[config.mk]
export PLATFORM = sky130hd
export DESIGN_NAME = serial_magnitude_comparator_flat
export DESIGN_NICKNAME = d
export VERILOG_FILES = /design/src/rtl/serial_magnitude_comparator_pkg.sv /design/src/rtl/serial_magnitude_comparator_if.sv /design/src/rtl/serial_magnitude_comparator_digit_compare.sv /design/src/rtl/serial_magnitude_comparator.sv /design/src/flat_wrapper.sv
export SDC_FILE = /design/constraint.sdc
export NUM_CORES = 1
export LEC_CHECK = 0
export BUFFER_PORTS_ARGS = -buffer_cell sky130_fd_sc_hd__buf_2
export CORE_UTILIZATION = 45
export DETAILED_ROUTE_END_ITERATION = 8
export PLACE_DENSITY = 0.7
export SLEW_MARGIN = 20
export SYNTH_ARGS = -nofsm -noshare
export SYNTH_HDL_FRONTEND = slang
export SYNTH_SLANG_ARGS = --single-unit
export TNS_END_PERCENT = 5
[constraint.sdc]
create_clock -name i_clk -period 1.8 [get_ports i_clk]
set_input_delay 0 -clock i_clk [delete_from_list [all_inputs] [get_ports i_clk]]
set_output_delay 0 -clock i_clk [all_outputs]
set_load 0.05 [all_outputs]
[src/rtl/serial_magnitude_comparator_pkg.sv]
// rtl/serial_magnitude_comparator_pkg.sv - shared state encoding and sizing helpers for the serial comparator
package serial_magnitude_comparator_pkg;

  typedef enum logic {
    ST_IDLE = 1'b0,
    ST_SCAN = 1'b1
  } state_t;

  function automatic int calc_ndig(input int width, input int digit);
    return width / digit;
  endfunction

  // A single-digit compare still needs one counter bit to keep the logic uniform.
  function automatic int calc_cnt_w(input int ndig);
    return (ndig <= 2) ? 1 : $clog2(ndig);
  endfunction

  function automatic bit digits_ok(input int width, input int digit);
    return (digit > 0) && (width >= digit) && ((width % digit) == 0);
  endfunction

endpackage

[src/rtl/serial_magnitude_comparator_if.sv]
// rtl/serial_magnitude_comparator_if.sv - compare request/result bundle between control logic and comparator
interface serial_magnitude_comparator_if #(
  parameter int WIDTH = 16
);
  import serial_magnitude_comparator_pkg::*;

  logic             en;
  logic             start;
  logic             signed_cmp;
  logic [WIDTH-1:0] a;
  logic [WIDTH-1:0] b;
  logic             busy;
  logic             done;
  logic             greater;
  logic             equal;
  logic             less;

  modport master (
    output en, start, signed_cmp, a, b,
    input  busy, done, greater, equal, less
  );

  modport slave (
    input  en, start, signed_cmp, a, b,
    output busy, done, greater, equal, less
  );

endinterface

[src/rtl/serial_magnitude_comparator_digit_compare.sv]
// rtl/serial_magnitude_comparator_digit_compare.sv - combinational DIGIT-bit magnitude compare
module digit_compare
  import serial_magnitude_comparator_pkg::*;
#(
  parameter int DIGIT = 4
) (
  input  logic [DIGIT-1:0] i_a,
  input  logic [DIGIT-1:0] i_b,
  output logic             o_gt,
  output logic             o_eq
);

  // MSB-first ripple: a lower bit only counts while every higher bit matched.
  always_comb begin
    logic w_prefix_eq;
    logic w_gt;
    w_prefix_eq = 1'b1;
    w_gt        = 1'b0;
    for (int i = DIGIT - 1; i >= 0; i--) begin
      w_gt        = w_gt | (w_prefix_eq & i_a[i] & ~i_b[i]);
      w_prefix_eq = w_prefix_eq & ~(i_a[i] ^ i_b[i]);
    end
    o_gt = w_gt;
    o_eq = w_prefix_eq;
  end

endmodule

[src/rtl/serial_magnitude_comparator.sv]
// rtl/serial_magnitude_comparator.sv - multi-cycle MSB-first magnitude comparator with early exit
module serial_magnitude_comparator
  import serial_magnitude_comparator_pkg::*;
#(
  parameter int WIDTH = 16,
  parameter int DIGIT = 4
) (
  input logic                          i_clk,
  input logic                          i_rst,
  serial_magnitude_comparator_if.slave bus
);

  localparam int NDIG  = calc_ndig(WIDTH, DIGIT);
  localparam int CNT_W = calc_cnt_w(NDIG);
  localparam logic [WIDTH-1:0] MSB_MASK = WIDTH'(1) << (WIDTH - 1);
  localparam logic [CNT_W-1:0] LAST_DIG = CNT_W'(NDIG - 1);

  if (!digits_ok(WIDTH, DIGIT)) begin : g_bad_digit
    $error("WIDTH must be a non-zero multiple of DIGIT");
  end

  state_t           r_state;
  logic [WIDTH-1:0] r_sha;
  logic [WIDTH-1:0] r_shb;
  logic [CNT_W-1:0] r_cnt;
  logic             r_busy;
  logic             r_done;
  logic             r_g;
  logic             r_e;
  logic             r_l;
  logic             w_gt;
  logic             w_eq;

  digit_compare #(.DIGIT(DIGIT)) u_digit_compare (
    .i_a  (r_sha[WIDTH-1 -: DIGIT]),
    .i_b  (r_shb[WIDTH-1 -: DIGIT]),
    .o_gt (w_gt),
    .o_eq (w_eq)
  );

  always_ff @(posedge i_clk) begin
    if (i_rst) begin
      r_state <= ST_IDLE;
      r_sha   <= '0;
      r_shb   <= '0;
      r_cnt   <= '0;
      r_busy  <= 1'b0;
      r_done  <= 1'b0;
      r_g     <= 1'b0;
      r_e     <= 1'b0;
      r_l     <= 1'b0;
    end else begin
      r_done <= 1'b0;
      case (r_state)
        ST_IDLE: begin
          if (bus.en && bus.start) begin
            // Flipping both sign bits maps two's complement onto offset binary.
            r_sha   <= bus.signed_cmp ? (bus.a ^ MSB_MASK) : bus.a;
            r_shb   <= bus.signed_cmp ? (bus.b ^ MSB_MASK) : bus.b;
            r_cnt   <= '0;
            r_busy  <= 1'b1;
            r_state <= ST_SCAN;
          end
        end
        ST_SCAN: begin
          if (bus.en) begin
            if (!w_eq) begin
              r_g     <= w_gt;
              r_e     <= 1'b0;
              r_l     <= ~w_gt;
              r_done  <= 1'b1;
              r_busy  <= 1'b0;
              r_state <= ST_IDLE;
            end else if (r_cnt == LAST_DIG) begin
              r_g     <= 1'b0;
              r_e     <= 1'b1;
              r_l     <= 1'b0;
              r_done  <= 1'b1;
              r_busy  <= 1'b0;
              r_state <= ST_IDLE;
            end else begin
              r_sha <= r_sha << DIGIT;
              r_shb <= r_shb << DIGIT;
              r_cnt <= r_cnt + CNT_W'(1);
            end
          end
        end
        default: r_state <= ST_IDLE;
      endcase
    end
  end

  assign bus.busy    = r_busy;
  assign bus.done    = r_done;
  assign bus.greater = r_g & bus.en;
  assign bus.equal   = r_e & bus.en;
  assign bus.less    = r_l & bus.en;

endmodule

[src/flat_wrapper.sv]
// flat-port wrapper written by rule: the top's interface ports become plain ports
module serial_magnitude_comparator_flat import serial_magnitude_comparator_pkg::*;
#(
  parameter int WIDTH = 16,
  parameter int DIGIT = 4
)
  (i_clk, i_rst, bus_en, bus_start, bus_signed_cmp, bus_a, bus_b, bus_busy, bus_done, bus_greater, bus_equal, bus_less);
  serial_magnitude_comparator_if #(.WIDTH(WIDTH)) bus_i ();
  input logic i_clk;
  input logic i_rst;
  input wire logic [$bits(bus_i.en)-1:0] bus_en;
  input wire logic [$bits(bus_i.start)-1:0] bus_start;
  input wire logic [$bits(bus_i.signed_cmp)-1:0] bus_signed_cmp;
  input wire logic [$bits(bus_i.a)-1:0] bus_a;
  input wire logic [$bits(bus_i.b)-1:0] bus_b;
  output wire logic [$bits(bus_i.busy)-1:0] bus_busy;
  output wire logic [$bits(bus_i.done)-1:0] bus_done;
  output wire logic [$bits(bus_i.greater)-1:0] bus_greater;
  output wire logic [$bits(bus_i.equal)-1:0] bus_equal;
  output wire logic [$bits(bus_i.less)-1:0] bus_less;
  assign bus_i.en = bus_en;
  assign bus_i.start = bus_start;
  assign bus_i.signed_cmp = bus_signed_cmp;
  assign bus_i.a = bus_a;
  assign bus_i.b = bus_b;
  assign bus_busy = bus_i.busy;
  assign bus_done = bus_i.done;
  assign bus_greater = bus_i.greater;
  assign bus_equal = bus_i.equal;
  assign bus_less = bus_i.less;
  serial_magnitude_comparator #(.WIDTH(WIDTH), .DIGIT(DIGIT)) u_core (.i_clk(i_clk), .i_rst(i_rst), .bus(bus_i));
endmodule
==> flow_metrics.py <==
metrics = {
    "clocking": {
        "cts_tree": "done",
        "cts_num_sinks": 40,
        "htree_levels": 2,
        "max-clock-path-buffers": 2,
        "cts_root_buffer": "clkbuf_8",
        "clk_pin_slew_ps": 70,
        "clk_latency_ps": 290,
        "cts_made_buffers": 5,
    },
    "drt": {
        "vias_per_cell": 5.33,
        "routed_wl_microns": 3890,
        "drtIter0Drc": 69,
        "wl_per_cell_microns": 12.7,
        "drt_drc_violations_left": 0,
        "firstDrtPassIters": 4,
        "vias": 1625,
        "ant_nets": 0,
    },
    "power": {
        "pwr-share-comb_pct": 21.8,
        "power.density_nw_per_um2": 804,
        "switching_share_pct": 27.1,
        "intPower_mw": 1.40,
        "p_switching_mw": 0.522,
        "clkPwrFrac_pct": 27.6,
        "seq_power_share_pct": 50.5,
        "power_leakage_nw": 1.08,
        "irDropWorstVdd_v": 0.000364,
    },
    "synthesis": {
        "synthMostInstantiatedCell": "nand2_1",
        "synth_common_cells": "52 x nand2_1, 40 x dfxtp_1, 24 x mux2i_1",
        "syn_nets": 251,
        "yosysUniqueCellTypes": 32,
        "synth_ff_type": "dfxtp_1",
        "synth_top_area_share_pct": 39.4,
        "syn_avg_cell_area_sq_um": 9.59,
        "synth-seq-cells": 40,
        "yosysTopAreaCell": "dfxtp_1",
        "synth_warnings": 0,
        "netlist_area_sq_um": 2030,
        "yosys-top-cells-area": "dfxtp_1 39%, mux2_2 12%, mux2i_1 12%",
        "async_flop_share_pct": 0,
        "synth_edf_count": 0,
        "ys_seq_area_share_pct": 39.4,
        "postSynthCellCount": 212,
    },
    "setup_path": {
        "timing.rr.start": "u_core.r_shb[15]",
        "timing.rr.end": "u_core.r_shb[2]",
        "cp_cell_sequence": "inv_1 -> ha_1 -> nor2b_2 -> nand4_2 -> o21a_2 -> buf_12 -> a31o_2",
        "crit_path_top_delay_cell": "dfxtp_1",
        "path_class": "flop to flop",
        "cp-start-kind": "flop",
        "startpoint": "u_core.r_shb[15]",
        "max_stage_delay_ps": 330,
        "endpoint": "u_core.r_shb[2]",
        "worst_ep_required_time_ps": 1980,
        "r2r_cells": 7,
        "end_kind": "flop",
        "reg2reg_slack_ps": 80,
        "cp_max_fo": 18,
        "arrival_ps": 1900,
    },
    "floorplanning": {
        "fp.coreArea_sq_um": 4350,
        "die_y_microns": 69.2,
        "row_count": 24,
        "die_w_microns": 69.2,
        "io-pin-count": 42,
        "die-area_sq_um": 4790,
        "initial_utilization_pct": 46.7,
    },
    "layout": {
        "nNetsFinal": 294,
        "fill_cells": 398,
        "areaGrowthSynthToFinish_pct": 17.8,
        "drive_above_1_share_pct": 34.8,
        "antenna_cells": 0,
    },
    "run": {
        "drv_cap": 0,
    },
    "timing": {
        "slew_violations": 0,
        "whs_ps": 66.3,
        "slew_headroom_pct": 74.6,
        "fin_crit_ps": 1720,
        "clock_skew_ps": 2.81,
        "hold_viol_final": 0,
        "worstMarginPinSlew_ps": 382,
        "finalSetupViolations": 0,
        "fin_crit_sh_pct": 95.3,
        "setup_tns_ps": 0,
        "clock.fmax_ghz": 0.583,
        "rsz0062_at_grt": "no",
    },
    "placement": {
        "gp_congestion": 0.751,
        "hpwl_microns": 2680,
        "portBuffers": 41,
    },
    "global_routing": {
        "grt_max_degree": 41,
        "grt_overflow_total": 0,
        "grt_pass1_vias": 1520,
        "track_usage_pct": 17.7,
        "grt_pass1_wl_microns": 6750,
        "antenna_found_initial": 0,
    },
    "min_path": {
        "hold_class": "primary input to flop",
    },
    "outcome": {
        "status": "complete, no violations",
    },
}
[power by group through the flow]
stage | Sequential [mW] | Combinational, mW | Clock, mW
after global placement | 0.992 | 0.404 | 0
after detailed placement | 0.993 | 0.410 | 0
after floorplan | 0.994 | 0.295 | 0
after CTS | 0.974 | 0.413 | 0.551
after global routing | 0.981 | 0.462 | 0.584
final | 0.973 | 0.420 | 0.532
[cells by family (layout without fill, tap and decap cells)]
logic type                 count (synthesis)  count (layout)  share of synthesized area, %
DFF                                       40              40                          39.4
xor gates and xnor gates                   5               5                          2.89
and+or+nand+nor                           75              75                          18.0
AOI/OAI and AO/OA                         21              21                          8.25
muxes                                     46              46                          24.0
buffers and inverters                     22              63                          5.72
adders and majority gates                  3               3                          1.72
[cell type report]
cell class / instances / area, sq um / share of cell area, %
clock buffers: 5 / 68.8 / 2.87
repair buffers: 52 / 303 / 12.6
flip-flops and latches: 40 / 801 / 33.4
multi-input cells: 150 / 1130 / 47.4
inverters: 6 / 22.5 / 0.940
well taps: 52 / 65.1 / 2.72
[routing by layer]
metal  global-route usage [%]  wire, microns
met1                     22.2           1890
met2                     28.2           1750
met3                     5.52            188
met4                     6.80             63
met5                        0              0
[critical path, delay by kind of cell, from the launching register on]
| kind | cells | cell delay (ps) |
|---|---|---|
| compound gates | 2 | 510 |
| flops | 1 | 330 |
| buf+inv | 2 | 210 |
| fa+ha+maj | 1 | 280 |
| simple gates | 2 | 280 |
[sequential cells by signal (all words and copies together), names as in the netlist]
name,cells
u_core.bus.busy,1
u_core.bus.done,1
u_core.r_cnt,2
u_core.r_e,1
u_core.r_g,1
u_core.r_l,1
u_core.r_sha,16
u_core.r_shb,16
u_core.r_state,1
[timing repair]
| item | in CTS | in global routing |
|---|---|---|
| endpoints found under the setup margin | 0 | 14 |
| setup buffers | 0 | 0 |
| hold buffers | 1 | 0 |
| hold endpoints to repair | 1 | 0 |
| gates resized for setup | 0 | 4 |
[per-stage QoR]
| stage | instances | total power, mW | area [sq um] | util (%) | setup WS (ps) |
|---|---|---|---|---|---|
| final | 305 | 1.93 | 2390 | 55.0 | 83.9 |
| after global routing | 305 | 2.03 | 2390 | 55.0 | 2.46 |
| after CTS | 305 | 1.94 | 2380 | 54.6 | 45.3 |
| after detailed placement | 299 | 1.40 | 2300 | 52.8 | 60.8 |
| after global placement | 299 | 1.40 | 2300 | 52.8 | 130 |
| after floorplan | 212 | 1.29 | 2030 | - | 71.9 |
[cell usage in the layout, fill, tap and decap left out]
master,n
buf_12,1
buf_2,41
nor4b_1,9
xnor2_1,3
a311oi_1,1
dfxtp_1,40
nand4_1,2
nand4_2,1
nor4_1,1
a31o_2,4
xnor2_2,2
dlygate4sd3_1,1
nand2_1,52
a31oi_1,1
o211a_1,1
o21ai_0,2
a31o_1,6
a21oi_1,1
mux2_2,22
clkbuf_8,5
a31oi_4,1
nand2b_1,1
nor2_1,1
inv_1,6
nor2b_2,1
buf_4,9
maj3_1,1
and2_1,4
mux2i_1,24
o21a_2,1
a32o_1,1
nand3b_1,1
ha_1,2
nor2b_1,2
o2bb2ai_1,1
a21boi_0,1
[worst min path at each step]
stage	slack [ps]	startpoint	depth (start not counted)	endpoint
global placement	270	bus_start	3	u_core.r_state
finish	70	bus_en	2	u_core.r_e
detailed placement	280	bus_start	3	u_core.r_state
floorplan	170	bus_start	2	u_core.r_state
CTS	30	bus_en	2	u_core.r_e
global route	80	bus_en	2	u_core.r_e
Note: power is estimated with default switching activity, not from simulation.
